--- src/rtl/fft_ctrl_pkg.sv ---
// fft_ctrl_pkg: shared definitions for the FM_FFT frame sequencer.
//   PTS_W      - width of the FFT points field
//   state_t    - sequencer FSM encoding
//   npts_legal - true for the frame sizes the FFT core supports (8/16/32/64)
package fft_ctrl_pkg;

  localparam int PTS_W = 7;

  typedef enum logic {
    IDLE   = 1'b0,
    STREAM = 1'b1
  } state_t;

  function automatic logic npts_legal(input logic [PTS_W-1:0] n);
    return (n == PTS_W'(8))  || (n == PTS_W'(16)) ||
           (n == PTS_W'(32)) || (n == PTS_W'(64));
  endfunction

endpackage

--- src/rtl/fft_pts_fifo.sv ---
// fft_pts_fifo: small FIFO of frame sizes, one entry per frame that has
// started on the sink but not yet finished on the source.
//   clk, rst - clock, synchronous active-high reset
//   push/din - enqueue a frame size (ignored when full)
//   pop      - drop the head entry (ignored when empty)
//   head     - oldest entry (stale when empty)
module fft_pts_fifo #(
  parameter int DEPTH = 2,
  parameter int W     = 7
) (
  input  logic         clk,
  input  logic         rst,
  input  logic         push,
  input  logic         pop,
  input  logic [W-1:0] din,
  output logic [W-1:0] head
);

  localparam int AW = (DEPTH > 1) ? $clog2(DEPTH) : 1;
  localparam int CW = $clog2(DEPTH + 1);
  localparam logic [AW-1:0] LAST = AW'(DEPTH - 1);
  localparam logic [CW-1:0] FULL = CW'(DEPTH);

  logic [W-1:0]  mem [DEPTH];
  logic [AW-1:0] wr_ptr, rd_ptr;
  logic [CW-1:0] count;
  logic          do_push, do_pop;

  assign do_push = push && (count != FULL);
  assign do_pop  = pop && (count != '0);
  assign head    = mem[rd_ptr];

  always_ff @(posedge clk) begin
    if (do_push) mem[wr_ptr] <= din;
  end

  always_ff @(posedge clk) begin
    if (rst) begin
      wr_ptr <= '0;
      rd_ptr <= '0;
      count  <= '0;
    end else begin
      if (do_push) wr_ptr <= (wr_ptr == LAST) ? '0 : wr_ptr + 1'b1;
      if (do_pop)  rd_ptr <= (rd_ptr == LAST) ? '0 : rd_ptr + 1'b1;
      case ({do_push, do_pop})
        2'b10:   count <= count + 1'b1;
        2'b01:   count <= count - 1'b1;
        default: count <= count;
      endcase
    end
  end

endmodule

--- src/rtl/fft_frame_ctrl.sv ---
// fft_frame_ctrl: cuts the demodulator I/Q stream into N-point frames for
// the FFT sink, caps frames in flight, and snoops the FFT source to count
// finished frames and flag framing errors.
//   clk_clk, reset_reset       - clock, synchronous active-high reset
//   enable, cfg_npts, cfg_inverse - frame start control, sampled in IDLE
//   smp_*                      - input sample stream (valid/ready)
//   fft_sink_*                 - combinational sink path to the FFT core
//   fft_source_*               - snooped FFT output handshake
//   frames_sent/frames_done/inflight/cfg_err/src_err - registered status
module fft_frame_ctrl #(
  parameter int DW           = 18,
  parameter int PTS_W        = 7,
  parameter int MAX_INFLIGHT = 2,
  parameter int CNT_W        = 16,
  localparam int IW          = $clog2(MAX_INFLIGHT + 1)
) (
  input  logic                  clk_clk,
  input  logic                  reset_reset,
  input  logic                  enable,
  input  logic [PTS_W-1:0]      cfg_npts,
  input  logic                  cfg_inverse,
  input  logic                  smp_valid,
  output logic                  smp_ready,
  input  logic [2*DW-1:0]       smp_data,
  output logic                  fft_sink_valid,
  input  logic                  fft_sink_ready,
  output logic [1:0]            fft_sink_error,
  output logic                  fft_sink_startofpacket,
  output logic                  fft_sink_endofpacket,
  output logic [2*DW+PTS_W:0]   fft_sink_data,
  input  logic                  fft_source_valid,
  input  logic                  fft_source_ready,
  input  logic [1:0]            fft_source_error,
  input  logic                  fft_source_startofpacket,
  input  logic                  fft_source_endofpacket,
  output logic [CNT_W-1:0]      frames_sent,
  output logic [CNT_W-1:0]      frames_done,
  output logic [IW-1:0]         inflight,
  output logic                  cfg_err,
  output logic                  src_err
);
  import fft_ctrl_pkg::*;

  localparam logic [IW-1:0] MAX_IF = IW'(MAX_INFLIGHT);

  state_t           state, state_nxt;
  logic [PTS_W-1:0] npts_q, in_cnt, out_cnt, head_npts, head_last;
  logic             inv_q;
  logic             start, cfg_bad, sink_beat, sink_eop_beat;
  logic             src_beat, src_eop, src_dec, src_viol;

  assign fft_sink_error = 2'b00;

  // ---------------- sink sequencer ----------------
  always_ff @(posedge clk_clk) begin
    if (reset_reset) state <= IDLE;
    else             state <= state_nxt;
  end

  always_comb begin
    state_nxt              = state;
    start                  = 1'b0;
    cfg_bad                = 1'b0;
    fft_sink_valid         = 1'b0;
    smp_ready              = 1'b0;
    fft_sink_startofpacket = 1'b0;
    fft_sink_endofpacket   = 1'b0;
    fft_sink_data          = '0;
    case (state)
      IDLE: begin
        if (enable) begin
          if (!npts_legal(cfg_npts)) begin
            cfg_bad = 1'b1;
          end else if (inflight < MAX_IF) begin
            start     = 1'b1;
            state_nxt = STREAM;
          end
        end
      end
      STREAM: begin
        fft_sink_valid         = smp_valid;
        smp_ready              = fft_sink_ready;
        fft_sink_data          = {smp_data, npts_q, inv_q};
        fft_sink_startofpacket = (in_cnt == '0);
        fft_sink_endofpacket   = (in_cnt == npts_q - 1'b1);
        // enable is not looked at here: a started frame always completes
        if (smp_valid && fft_sink_ready && fft_sink_endofpacket)
          state_nxt = IDLE;
      end
      default: state_nxt = IDLE;
    endcase
  end

  assign sink_beat     = fft_sink_valid && fft_sink_ready;
  assign sink_eop_beat = sink_beat && fft_sink_endofpacket;

  always_ff @(posedge clk_clk) begin
    if (reset_reset) begin
      npts_q <= '0;
      inv_q  <= 1'b0;
      in_cnt <= '0;
    end else if (start) begin
      npts_q <= cfg_npts;
      inv_q  <= cfg_inverse;
      in_cnt <= '0;
    end else if (sink_beat) begin
      in_cnt <= fft_sink_endofpacket ? '0 : in_cnt + 1'b1;
    end
  end

  // Frame sizes are queued at frame start so the source monitor always
  // knows the length of the frame it is currently watching.
  fft_pts_fifo #(
    .DEPTH (MAX_INFLIGHT),
    .W     (PTS_W)
  ) u_pts_fifo (
    .clk  (clk_clk),
    .rst  (reset_reset),
    .push (start),
    .pop  (src_eop),
    .din  (cfg_npts),
    .head (head_npts)
  );

  // ---------------- source monitor ----------------
  assign src_beat  = fft_source_valid && fft_source_ready;
  assign src_eop   = src_beat && fft_source_endofpacket;
  assign src_dec   = src_eop && (inflight != '0);
  assign head_last = head_npts - 1'b1;

  assign src_viol = src_beat && (
      ( fft_source_startofpacket && (out_cnt != '0))      ||
      (!fft_source_startofpacket && (out_cnt == '0))      ||
      ( fft_source_endofpacket   && (out_cnt != head_last)) ||
      (!fft_source_endofpacket   && (out_cnt == head_last)) ||
      (fft_source_error != 2'b00)                         ||
      ( fft_source_endofpacket   && (inflight == '0)));

  always_ff @(posedge clk_clk) begin
    if (reset_reset) begin
      frames_sent <= '0;
      frames_done <= '0;
      inflight    <= '0;
      cfg_err     <= 1'b0;
      src_err     <= 1'b0;
      out_cnt     <= '0;
    end else begin
      if (sink_eop_beat) frames_sent <= frames_sent + 1'b1;
      if (src_eop)       frames_done <= frames_done + 1'b1;
      // sink and source EOP together cancel out
      if (sink_eop_beat && !src_dec)      inflight <= inflight + 1'b1;
      else if (!sink_eop_beat && src_dec) inflight <= inflight - 1'b1;
      if (cfg_bad)  cfg_err <= 1'b1;
      if (src_viol) src_err <= 1'b1;
      if (src_beat) out_cnt <= fft_source_endofpacket ? '0 : out_cnt + 1'b1;
    end
  end

endmodule

--- config.mk ---
export PLATFORM = sky130hd
export DESIGN_NAME = fft_frame_ctrl
export DESIGN_NICKNAME = d
export VERILOG_FILES = /design/src/rtl/fft_ctrl_pkg.sv /design/src/rtl/fft_pts_fifo.sv /design/src/rtl/fft_frame_ctrl.sv
export SDC_FILE = /design/constraint.sdc
export NUM_CORES = 1
export LEC_CHECK = 0
export BUFFER_PORTS_ARGS = -buffer_cell sky130_fd_sc_hd__buf_4
export CORE_MARGIN = 8
export CORE_UTILIZATION = 49
export DETAILED_ROUTE_END_ITERATION = 16
export PLACE_DENSITY = 0.78
export SETUP_SLACK_MARGIN = 0.5
export SLEW_MARGIN = 5
export SYNTH_ARGS = -nofsm -noshare
export SYNTH_HDL_FRONTEND = slang
export SYNTH_SLANG_ARGS = --single-unit
--- constraint.sdc ---
create_clock -name clk_clk -period 4 [get_ports clk_clk]
set_input_delay 0.4 -clock clk_clk [delete_from_list [all_inputs] [get_ports clk_clk]]
set_output_delay 0.4 -clock clk_clk [all_outputs]
set_load 0.03 [all_outputs]
* Yosys cells after proc, flatten, opt, wreduce, memory -nomap -nowiden
Memories as Yosys holds them, arrays and structs flattened. A register that Yosys moved wholly into a read port is not among the register bits.
Index checks and enable logic that the tools add are counted.
** Storage, ports and cells
- Flip-flop bits (word level) :: 63
- Latch bits :: 0
- Memory bits (writable) :: 14
- Memory bits (read-only) :: 0
- Word-level logic and storage cells :: 102
- Memories :: 1
** Memory list
- u_pts_fifo.mem :: depth 2, width 7, rd ports 1, clocked after memory_dff 1, write ports 1, RTL line fft_pts_fifo.sv:24 : logic [W-1:0] mem [DEPTH];
** Cells by class
- $add $sub $neg :: 12
- $mul :: 0
- Divide/modulo/power cells :: 0
- $lt $le $gt $ge :: 1
- Equal/unequal tests :: 10
- Shift-type cells :: 0
- Muxes and demuxes :: 25
- Bitwise gates (word level) :: 1
- Reduce and logical (&&, ||, !) cells :: 39
** Operator list (number)
- $mux W44 :: 1
- $add A16 B1 Y16 const B :: 2
- $mux W1 :: 18
- $logic_and A1 B1 Y1 :: 17
- $add A7 B1 Y7 const B :: 2
- $eq A7 B7 Y1 :: 2
- $logic_not A7 Y1 :: 2
- $mux W7 :: 2
- $sub A7 B1 Y7 const B :: 2
- $reduce_bool A2 Y1 :: 5
- $logic_or A1 B1 Y1 :: 8
- $eq A7 B4 Y1 const B :: 1
- $eq A7 B5 Y1 const B :: 1
- $eq A7 B6 Y1 const B :: 1
- $eq A7 B7 Y1 const B :: 1
- $ne A7 B7 Y1 :: 1
- $reduce_bool A7 Y1 :: 1
- $add A2 B1 Y2 const B :: 2
- $logic_not A1 Y1 :: 4
- $mux W2 :: 2
- $pmux W2 S2 :: 1
- $sub A2 B1 Y2 const B :: 2
- $add A1 B1 Y1 const B :: 2
- $eq A2 B1 Y1 const B :: 1
- other kinds (7) :: 7

* Longest topological paths before layout
Gate-level depths: netlist (run 1).
- Depth in word-level cells :: 10
- Depth in mapped cells :: 13
- Mapped depth without buffers :: 11

* By module
Synthesis (run 1) repeated with hierarchy kept, for this count alone.
** Unflattened totals
- Cell total of the unflattened synthesis :: 477
- Area total of the unflattened synthesis :: 4157.7 um^2
** Modules (own cells, without submodules)
- fft_frame_ctrl :: times used 1, cells each 431, area each 3442.1 um^2
- fft_pts_fifo :: times used 1, cells each 46, area each 715.7 um^2

* Worst setup path before layout (run 1)
OpenSTA, ideal clock, no wires.
- Kind :: flip-flop to flip-flop
- Start point :: register npts_q[0]
- End point :: register inflight[1]
- Setup time :: 70 ps
- Arrival time :: 2588 ps
- Data required time :: 3930 ps
- Setup slack :: 1341 ps
- Stages on the path, launching flop included :: 13
- Buffers on the path :: 2
- Period minus slack after synthesis :: 2659 ps
- Path through :: dfxtp_1 -> inv_1 -> ha_1 -> nor3b_2 -> xnor2_1 -> nor4_4 -> o2111ai_2 -> buf_2 -> buf_2 -> inv_1 -> ha_1 -> or3_1 -> a21oi_1
** Between the ends
- Cells in the longest elaborated chain, start to end :: 7
- Elaborated cells between the ends (all ways) :: 9
- Classes of those cells :: 1 x add/sub; 1 x eq/ne; 2 x mux; 5 x reduce/logical
** RTL lines
- start, declared :: RTL line fft_frame_ctrl.sv:47 : logic [PTS_W-1:0] npts_q, in_cnt, out_cnt, head_npts, head_last;
- start signal, assigned :: RTL line fft_frame_ctrl.sv:103 : npts_q <= cfg_npts;
- $sub A7 B1 Y7 (*) :: RTL line fft_frame_ctrl.sv:85 : fft_sink_endofpacket = (in_cnt == npts_q - 1'b1);
- $eq A7 B7 Y1 (*) :: RTL line fft_frame_ctrl.sv:85
- $mux W1 (*) :: RTL line fft_frame_ctrl.sv:69 : case (state)
- $logic_and A1 B1 Y1 (*) :: RTL line fft_frame_ctrl.sv:95 : assign sink_eop_beat = sink_beat && fft_sink_endofpacket;
- via sink_eop_beat :: RTL line fft_frame_ctrl.sv:49 : logic start, cfg_bad, sink_beat, sink_eop_beat;
- $logic_not A1 Y1 :: RTL line fft_frame_ctrl.sv:152 : else if (!sink_eop_beat && src_dec) inflight <= inflight - 1'b1;
- $logic_and A1 B1 Y1 :: RTL line fft_frame_ctrl.sv:152
- $reduce_bool A2 Y1 (no source line)
- end signal, assigned :: RTL line fft_frame_ctrl.sv:151 : if (sink_eop_beat && !src_dec) inflight <= inflight + 1'b1;
- end signal, assigned :: RTL line fft_frame_ctrl.sv:152
- end, declared :: RTL line fft_frame_ctrl.sv:38 : output logic [IW-1:0] inflight,
Mark *: on every way through the listed nets, which the timed path passes. The rest lies on a longest branch.
A chain may end at the register's enable or synchronous reset.

* Worst setup path after layout (run 1)
- Start point :: register npts_q[0]
- End point :: register frames_sent[9]
** Between the ends
- Cells in the longest elaborated chain, start to end :: 4
** RTL lines
- $sub A7 B1 Y7 :: RTL line fft_frame_ctrl.sv:85
- $eq A7 B7 Y1 :: RTL line fft_frame_ctrl.sv:85
- $mux W1 :: RTL line fft_frame_ctrl.sv:69
- $logic_and A1 B1 Y1 :: RTL line fft_frame_ctrl.sv:95
- end signal, assigned :: RTL line fft_frame_ctrl.sv:148 : if (sink_eop_beat) frames_sent <= frames_sent + 1'b1;
- end, declared :: RTL line fft_frame_ctrl.sv:36 : output logic [CNT_W-1:0] frames_sent,
Every way passes these cells.

==> parameters.txt, run 1 <==
Parameter                              Value

Pwr
  Power density over cell area ... between 200 and 300 nW/um^2
  Maximum resistive drop on vdd ... 0.216 mV
  Switching component of the power ... 0.000345 W
  Total Power ... ~0.0015 W
  Leak pwr ... ~2.3 nW
  Part of the power in combinational logic ... 0.080
  Part of the total power dissipated in the clock network ... 0.378
  Net switching share of the total power ... 0.231
  Share of power burned in registers ... 0.542
  P_int ... 0.00115 W

Yosys
  Area fraction of the dominant cell type after synthesis ... 0.308
  Top flip-flop cell by instance count after synthesis ... dfxtp_1
  Cell accounting for the most synthesized area ... dfxtp_1
  Count of distinct cell types in the synthesized netlist ... about 50
  Count of flip-flops with a built-in enable after synthesis ... 14
  Portion of the post-synthesis area used by sequential elements ... 0.410
  Count of synthesis-stage warnings from yosys ... 0
  Top cells by area, synth ... dfxtp_1 (31%), edfxtp_1 (10%), and2_1 (7.5%), xor2_1 (5.3%), nor2_1 (5.2%)
  Async set-reset flop share out of synthesis ... 0
  Flip-flop and latch count after synthesis ... approximately 80
  Post-Syn Instances ... between 400 and 500
  Post-Synthesis Mean Instance Area ... between 8 and 9 sq um
  Post-synthesis instance area ... 4150 sq um

Drt
  Routed wire length ... 10.8 mm
  Detailed-route via count ... roughly 3700
  Final antenna-violating net count ... 0
  Vias per cell ... roughly 5.3
  DRC violations left ... 0
  Detailed router's first-iteration violation count ... roughly 210
  Routed length per instance ... about 15 um
  Number of search-and-repair iterations in the first detailed-routing pass ... 5

Clocking
  Clock transition at the registers of the reported paths ... about 80 ps
  Clock Sink Count ... 78
  Root cell of the clock tree ... clkbuf_8
  TritonCTS clock tree ... yes
  Number of hold-repair buffers added at the cts stage ... 0
  PostCTS Resize Cnt ... 0
  Number of buffers added by the clock tree synthesis step ... 9
  Worst-case clock buffer depth ... 2
  Post-CTS Setup Inserts ... 0
  Insertion delay of the later-clocked pin in the worst-skew pair ... roughly 340 ps
  H-Tree Level Count ... 3

GRT
  Antenna violations before repair ... 0
  Largest net degree at the start of global routing ... 50
  GRT Residual Overflow ... 0
  First-pass GRT wire length ... approximately 17 mm
  Combined global-route utilization of all metal layers ... 0.179
  Number of global-route vias before repair ... approximately 3600

Timing
  Hold violation total from the final report ... 0
  PnR worst setup slack ... between 1000 and 1500 ps
  Headroom to the max-slew limit ... 0.565
  Tightest Pin Transition ... ~650 ps
  Max Clock Skew ... roughly 9.5 ps
  Max-slew violation count ... 0
  Total Negative Setup Slacks ... 0 ps
  Period utilization ... 0.718
  Finish-stage setup viols ... 0
  RSZ-0062 raised after global routing ... false
  Upper clock frequency limit ... approximately 0.35 GHz
  Post-route minimum period ... around 2900 ps

Die
  DIE AREA ... ~12000 sq um
  Die height ... 108 um
  Io pins ... 141
  Starting utilization of the core area ... 0.506
  Placement row count ... 33
  Horizontal die dimension ... roughly 110 um
  Standard cell core area ... between 8000 and 9000 sq um

Placed design
  GP Congestion ... about 0.86
  Cell area after placement ... about 5200 sq um
  Worst setup timing slack at the placement stage ... approximately 1100 ps
  Detailed-placement wirelength estimate ... 8.63 mm
  Number of port buffers ... between 100 and 150

Cells and area
  Register area ... between 1500 and 2000 sq um
  Antenna diode instance count ... 0
  Area delta synth->final ... 30.4%
  Layout net count ... 664
  Layout cells sized above 1 ... 0.272
  Post-route core utilization ... 0.659
  Finished layout cell area ... between 5000 and 6000 sq um
  Filler cells ... approximately 680
  Area of the multi-input gates ... 2270 sq um

Critical path
  Largest fanout on the critical path ... 17
  Kind of critical path ... reg -> reg
  Required time reported for the critical path endpoint ... roughly 4300 ps
  Kind of capture point of the worst setup path ... register
  R2R setup slack ... 1130 ps
  Arrival time of the worst setup path ... 3140 ps
  Startpoint class of the critical path ... register

Outcome
  Outcome ... finished clean

Job
  Max Cap Violations ... 0

Hold path
  Hold WC Path Type ... in -> reg
[power groups by stage]
stage	Clock [W]	Combinational, W	Sequential [W]
floorplan	0	0.0000539	0.000830
detailed placement	0	0.000120	0.000827
finish	0.000563	0.000119	0.000809
global placement	0	0.000116	0.000827
global route	0.000609	0.000129	0.000809
CTS	0.000578	0.000120	0.000809
[cell type report]
| class | instances | area share |
|---|---|---|
| flip-flops and latches | 78 | 0.314 |
| well taps | 105 | 0.0243 |
| multi-input cells | 352 | 0.419 |
| clock buffers | 12 | 0.0310 |
| inverters | 18 | 0.0125 |
| clock inverters | 3 | 0.00485 |
| repair buffers | 140 | 0.194 |
[worst max-delay path, cell delays in order (launching register included)]
cell and delay (ps):
dfxtp_1 430, inv_1 90, ha_1 250, nor3b_2 170, xnor2_1 180, nor4_4 300
o2111ai_2 400, buf_4 330, or4_1 510, a21oi_1 140
[cell usage after synthesis (3+ instances only)]
cell,instances
a21oi_1,25
nor2_1,58
nand3_1,13
nand4_1,14
nor3_1,11
and4_1,4
and2_1,50
dfxtp_1,64
inv_1,18
clkbuf_1,16
o31ai_1,5
or3_1,16
mux2i_1,14
ha_1,10
o21ai_0,21
nor3b_1,3
nand2_1,17
xnor2_1,23
edfxtp_1,14
buf_2,4
and3_1,5
or4_1,6
xor2_1,25
[stage by stage]
stage	hold WS [ps]	instances
after global placement	468	693
after floorplan	455	472
final	259	708
after global routing	238	708
after detailed placement	487	693
after CTS	242	708
[routing by layer]
| layer | routed length, um | track usage | up-vias | share of wire |
|---|---|---|---|---|
| li1 | - | - | 1889 | - |
| met1 | 4310 | 0.204 | 1756 | 0.40 |
| met2 | 6080 | 0.327 | 71 | 0.56 |
| met3 | 316 | 0.0315 | 8 | 0.029 |
| met4 | 113 | 0.0634 | 0 | 0.010 |
| met5 | 0 | 0 | - | 0 |
[cell usage in the layout, fill, tap and decap left out, types with 3 or more instances in the layout]
| master | count |
|---|---|
| and4_1 | 4 |
| o31ai_1 | 5 |
| xor2_1 | 25 |
| nor2_1 | 58 |
| o21ai_0 | 21 |
| xnor2_1 | 23 |
| nor3b_1 | 3 |
| a21oi_1 | 25 |
| buf_4 | 140 |
| mux2i_1 | 14 |
| inv_1 | 18 |
| and3_1 | 5 |
| or4_1 | 6 |
| nand3_1 | 13 |
| dfxtp_1 | 64 |
| nor3_1 | 11 |
| edfxtp_1 | 14 |
| clkbuf_8 | 10 |
| nand2_1 | 17 |
| and2_1 | 50 |
| nand4_1 | 14 |
| or3_1 | 16 |
| ha_1 | 10 |
[cell families (layout without fill, tap and decap cells)]
kind of cell / after synthesis / count (layout) / synth area share
and+or+nand+nor: 212 / 212 / 0.281
DFF: 78 / 78 / 0.410
AOI/OAI and AO/OA: 65 / 65 / 0.0946
xor gates and xnor gates: 49 / 49 / 0.105
buffers and inverters: 42 / 173 / 0.0446
muxes: 14 / 14 / 0.0337
adders and majority gates: 10 / 10 / 0.0301
other: 1 / 2 / 0.000903
[registers in the layout, indices dropped and copies added (netlist names), 2 cells and up, named ones only]
signal and count:
inflight 2, npts_q 7, in_cnt 7, u_pts_fifo.count 2, out_cnt 7, frames_sent 16, frames_done 16, u_pts_fifo.mem 14
[final timing paths]
kind	startpoint	end	cells past startpoint
worst max register to register	npts_q[0]	frames_sent[9]	9
worst min register to register	frames_sent[15]	frames_sent[15]	2
worst max-delay path	npts_q[0]	frames_sent[9]	9
worst min-delay path	cfg_npts[1]	u_pts_fifo.mem[1][1]	1
Note: power is estimated with default switching activity, not from simulation.
==> run 2, diff against run 1 <==
--- a/config.mk
+++ b/config.mk
@@ -5,11 +5,12 @@
 export SDC_FILE = /design/constraint.sdc
 export NUM_CORES = 1
 export LEC_CHECK = 0
+export ABC_AREA = 1
 export BUFFER_PORTS_ARGS = -buffer_cell sky130_fd_sc_hd__buf_4
 export CORE_MARGIN = 8
 export CORE_UTILIZATION = 49
 export DETAILED_ROUTE_END_ITERATION = 16
-export PLACE_DENSITY = 0.78
+export PLACE_DENSITY = 0.77
 export SETUP_SLACK_MARGIN = 0.5
 export SLEW_MARGIN = 5
 export SYNTH_ARGS = -nofsm -noshare
==> constraint.sdc (replaced) <==
create_clock -name clk_clk -period 2.8 [get_ports clk_clk]
set_input_delay 0.28 -clock clk_clk [delete_from_list [all_inputs] [get_ports clk_clk]]
set_output_delay 0.28 -clock clk_clk [all_outputs]
set_load 0.03 [all_outputs]
==> run 2 against run 1 <==
Net effect: clock-buffer cell count decreased by 3; highest routed layer unchanged; critical endpoint is now fft_sink_endofpacket; sequential power is 43% higher; synthesized cell count rose by 43%; hold slack got worse by 150 ps.
==> parameters.txt, run 2 <==
Parameter                              Value

Cells and area
  Leading cell type in the layout, fill and taps excluded ... nand2_1
  Layout net count ... 877 (+32%)
  Filler cells ... 804 (+19%)
  Largest registers in the final layout ... frames_done (16), frames_sent (16), u_pts_fifo.mem (14)
  Most frequent cells in the layout ... nand2_1 (167), buf_4 (143), inv_1 (126)
  Layout Cells excl Fill ... 928 (+31%)
  Layout cells sized above 1 ... 0.250 (-0.0223)
  Antenna diode instance count ... 0 (unchanged)
  Area delta synth->final ... 30.4% (about the same)

Yosys
  Count of flip-flops with a built-in enable after synthesis ... 14 (unchanged)
  Post-Synthesis Mean Instance Area ... 6.79 sq um (-23%)
  Count of distinct cell types in the synthesized netlist ... 38 (-25%)
  Cell accounting for the most synthesized area ... dfxtp_1
  Portion of the post-synthesis area used by sequential elements ... 0.372 (-0.0375)
  Area fraction of the dominant cell type after synthesis ... 0.280 (-0.0283)
  Async set-reset flop share out of synthesis ... 0 (unchanged)
  Post-Syn Instances ... 674 (+43%)
  Most frequent cell after synthesis ... nand2_1
  Top flip-flop cell by instance count after synthesis ... dfxtp_1
  Commonest cells in the netlist ... nand2_1 (169), inv_1 (129), dfxtp_1 (64)
  Count of synthesis-stage warnings from yosys ... 0 (unchanged)
  Top cells by area, synth ... dfxtp_1 (28%), nand2_1 (14%), inv_1 (11%), edfxtp_1 (9.2%), nand3_1 (5.3%)
  Post-synthesis instance area ... 4570 sq um (+10%)
  Flip-flop and latch count after synthesis ... 78 (unchanged)

Critical path
  Reg2Reg Depth ... 13 (+4)
  Kind of capture point of the worst setup path ... primary output
  Worst-path cell with the longest stage delay ... dfxtp_4
  Most frequent cell on the critical path ... nand2_2
  Startpoint class of the critical path ... register
  Kind of critical path ... reg -> out
  Largest fanout on the critical path ... 3 (-14)
  Arrival time of the worst setup path ... 1940 ps (-1200 ps)
  Required time reported for the critical path endpoint ... 2520 ps (-1750 ps)
  Worst stage delay on the critical path ... 360 ps (-150 ps)
  Crit-path cells ... buf_6 -> nor2_4 -> nand2_2 -> xor2_1 -> xor2_1 -> nor2_1 -> nand2_2 -> nor2_4 -> nand2_2 -> inv_2 -> buf_6

Die
  Placement row count ... 35 (+6.1%)
  Horizontal die dimension ... 113 um (+4.2%)
  DIE AREA ... 12700 sq um (+8.6%)
  Standard cell core area ... 9150 sq um (+11%)
  Die height ... 113 um (+4.2%)
  Starting utilization of the core area ... 0.500 (-0.00590)
  Io pins ... 141 (unchanged)

Placed design
  GP Congestion ... 0.868 (+0.49%)
  Number of port buffers ... 138 (unchanged)
  Worst setup timing slack at the placement stage ... 497 ps (-619 ps)
  Detailed-placement wirelength estimate ... 9.69 mm (+12%)
  Placed Instances ... 909 (+31%)

GRT
  GRT Residual Overflow ... 0 (unchanged)
  First-pass GRT wire length ... 20.7 mm (+20%)
  Antenna violations before repair ... 0 (unchanged)
  Combined global-route utilization of all metal layers ... 0.195 (+0.0158)
  Largest net degree at the start of global routing ... 35 (-30%)
  Number of global-route vias before repair ... 4646 (+28%)

Drt
  Final antenna-violating net count ... 0 (unchanged)
  Routed wire length ... 12.5 mm (+15%)
  DRC violations left ... 0 (unchanged)
  Detailed router's first-iteration violation count ... 312 (+46%)
  Detailed-route via count ... 4608 (+24%)
  Vias per cell ... 4.97 (-5.6%)
  Routed length per instance ... 13.5 um (-12%)
  Number of search-and-repair iterations in the first detailed-routing pass ... 4 (-1)

Timing
  Max Clock Skew ... 12.1 ps (+2.55 ps)
  Headroom to the max-slew limit ... 0.596 (+0.0310)
  Upper clock frequency limit ... ~0.45 GHz
  Period utilization ... 0.794
  Tightest Pin Transition ... 604 ps (-47.8 ps)
  Post-route minimum period ... 2220 ps
  Total Negative Setup Slacks ... 0 ps (unchanged)
  Hold violation total from the final report ... 0 (unchanged)
  Finish-stage setup viols ... 0 (unchanged)
  Max-slew violation count ... 0 (unchanged)
  PnR worst setup slack ... 578 ps (-551 ps)
  RSZ-0062 raised after global routing ... true

Clocking
  Worst-case clock buffer depth ... 2 (unchanged)
  TritonCTS clock tree ... yes
  Clock Sink Count ... 78 (unchanged)
  H-Tree Level Count ... 3 (unchanged)
  Clock transition at the registers of the reported paths ... 100 ps (+20 ps)
  Number of buffers added by the clock tree synthesis step ... 9 (unchanged)
  Insertion delay of the later-clocked pin in the worst-skew pair ... 350 ps (about the same)
  Number of hold-repair buffers added at the cts stage ... 0 (unchanged)
  Root cell of the clock tree ... clkbuf_8

Outcome
  Outcome ... finished clean

Pwr
  Leak pwr ... 3.07 nW (+34%)
  Power density over cell area ... 377 nW/um^2 (+37%)
  Maximum resistive drop on vdd ... 0.220 mV (+2.0%)

Hold path
  Hold-critical path depth ... 1 (unchanged)
  Hold WC Path Type ... in -> reg

Job
  Max Cap Violations ... 0 (unchanged)
[run 2: cell types whose count changed after synthesis, moves of 10 or more]
cell,change
and2_1,-50
xor2_1,-10
xnor2_1,-15
or3_1,-16
inv_1,+111
a21oi_1,+10
nand2_1,+152
mux2i_1,-14
nand3_1,+35
[run 2: kinds of logic (layout without fill, tap and decap cells)]
family,Yosys count,after routing,share of synthesized area
simple gates,337,337,0.330
fa+ha+maj,10,10,0.0274
flops,78,78,0.372
xor+xnor,24,24,0.0476
compound gates,73,73,0.0900
other cells,1,2,0.000820
buf+inv,151,293,0.132
[run 2: worst paths after layout]
check / to / start / slack, ps
worst max-delay path: fft_sink_endofpacket / npts_q[1] / 580
worst min-delay path: u_pts_fifo.mem[1][1] / cfg_npts[1] / 110
worst max register to register: inflight[1] / npts_q[0] / 630
worst min register to register: src_err / src_err / 460
[run 2: cell type report]
type / count / area [sq um] / share of cell area
Timing Repair Buffer: 145 / 1100 / 0.184
Tap cell: 111 / 139 / 0.0233
Clock inverter: 7 / 87.6 / 0.0147
Sequential cell: 78 / 1710 / 0.287
Multi-Input combinational cell: 446 / 2300 / 0.386
Clock buffer: 9 / 124 / 0.0208
Inverter: 132 / 499 / 0.0837
[run 2: routing by layer]
| layer | GRT usage | wire length [um] | share of wire |
|---|---|---|---|
| met3 | 0.0649 | 851 | 0.068 |
| met2 | 0.351 | 6310 | 0.51 |
| met4 | 0.0621 | 161 | 0.013 |
| met1 | 0.210 | 5170 | 0.41 |
| met5 | 0 | 0 | 0 |
[run 2: per-stage QoR]
stage	hold slack, ps	area [sq um]	power [W]	utilization
global route	86.9	5960	0.00233	0.652
global placement	440	5680	0.00136	0.621
detailed placement	450	5680	0.00136	0.621
floorplan	379	4580	0.00127	-
CTS	99.4	5920	0.00226	0.647
finish	109	5960	0.00225	0.652
[run 2: timing repair]
| action | in CTS | in global routing |
|---|---|---|
| endpoints found under the setup margin | 2 | 13 |
| setup buffers | 2 | 1 |
| pin swaps | 1 | 8 |
| gates resized for setup | 4 | 13 |
[run 2: worst max-delay path, delay by kind of cell (launching register included)]
family / cells / cell delay (ps)
buffers and inverters: 3 / 310
flip-flops: 1 / 360
XOR/XNOR: 2 / 340
AND/OR/NAND/NOR: 6 / 580
[run 2: power breakdown]
group	switching (W)	total (W)	internal, W	leakage [nW]
clock network	0.000480	0.000916	0.000436	0.109
registers	0.0000104	0.00116	0.00115	0.646
logic	0.0000951	0.000178	0.0000829	2.31
total	0.000586	0.00225	0.00167	3.07
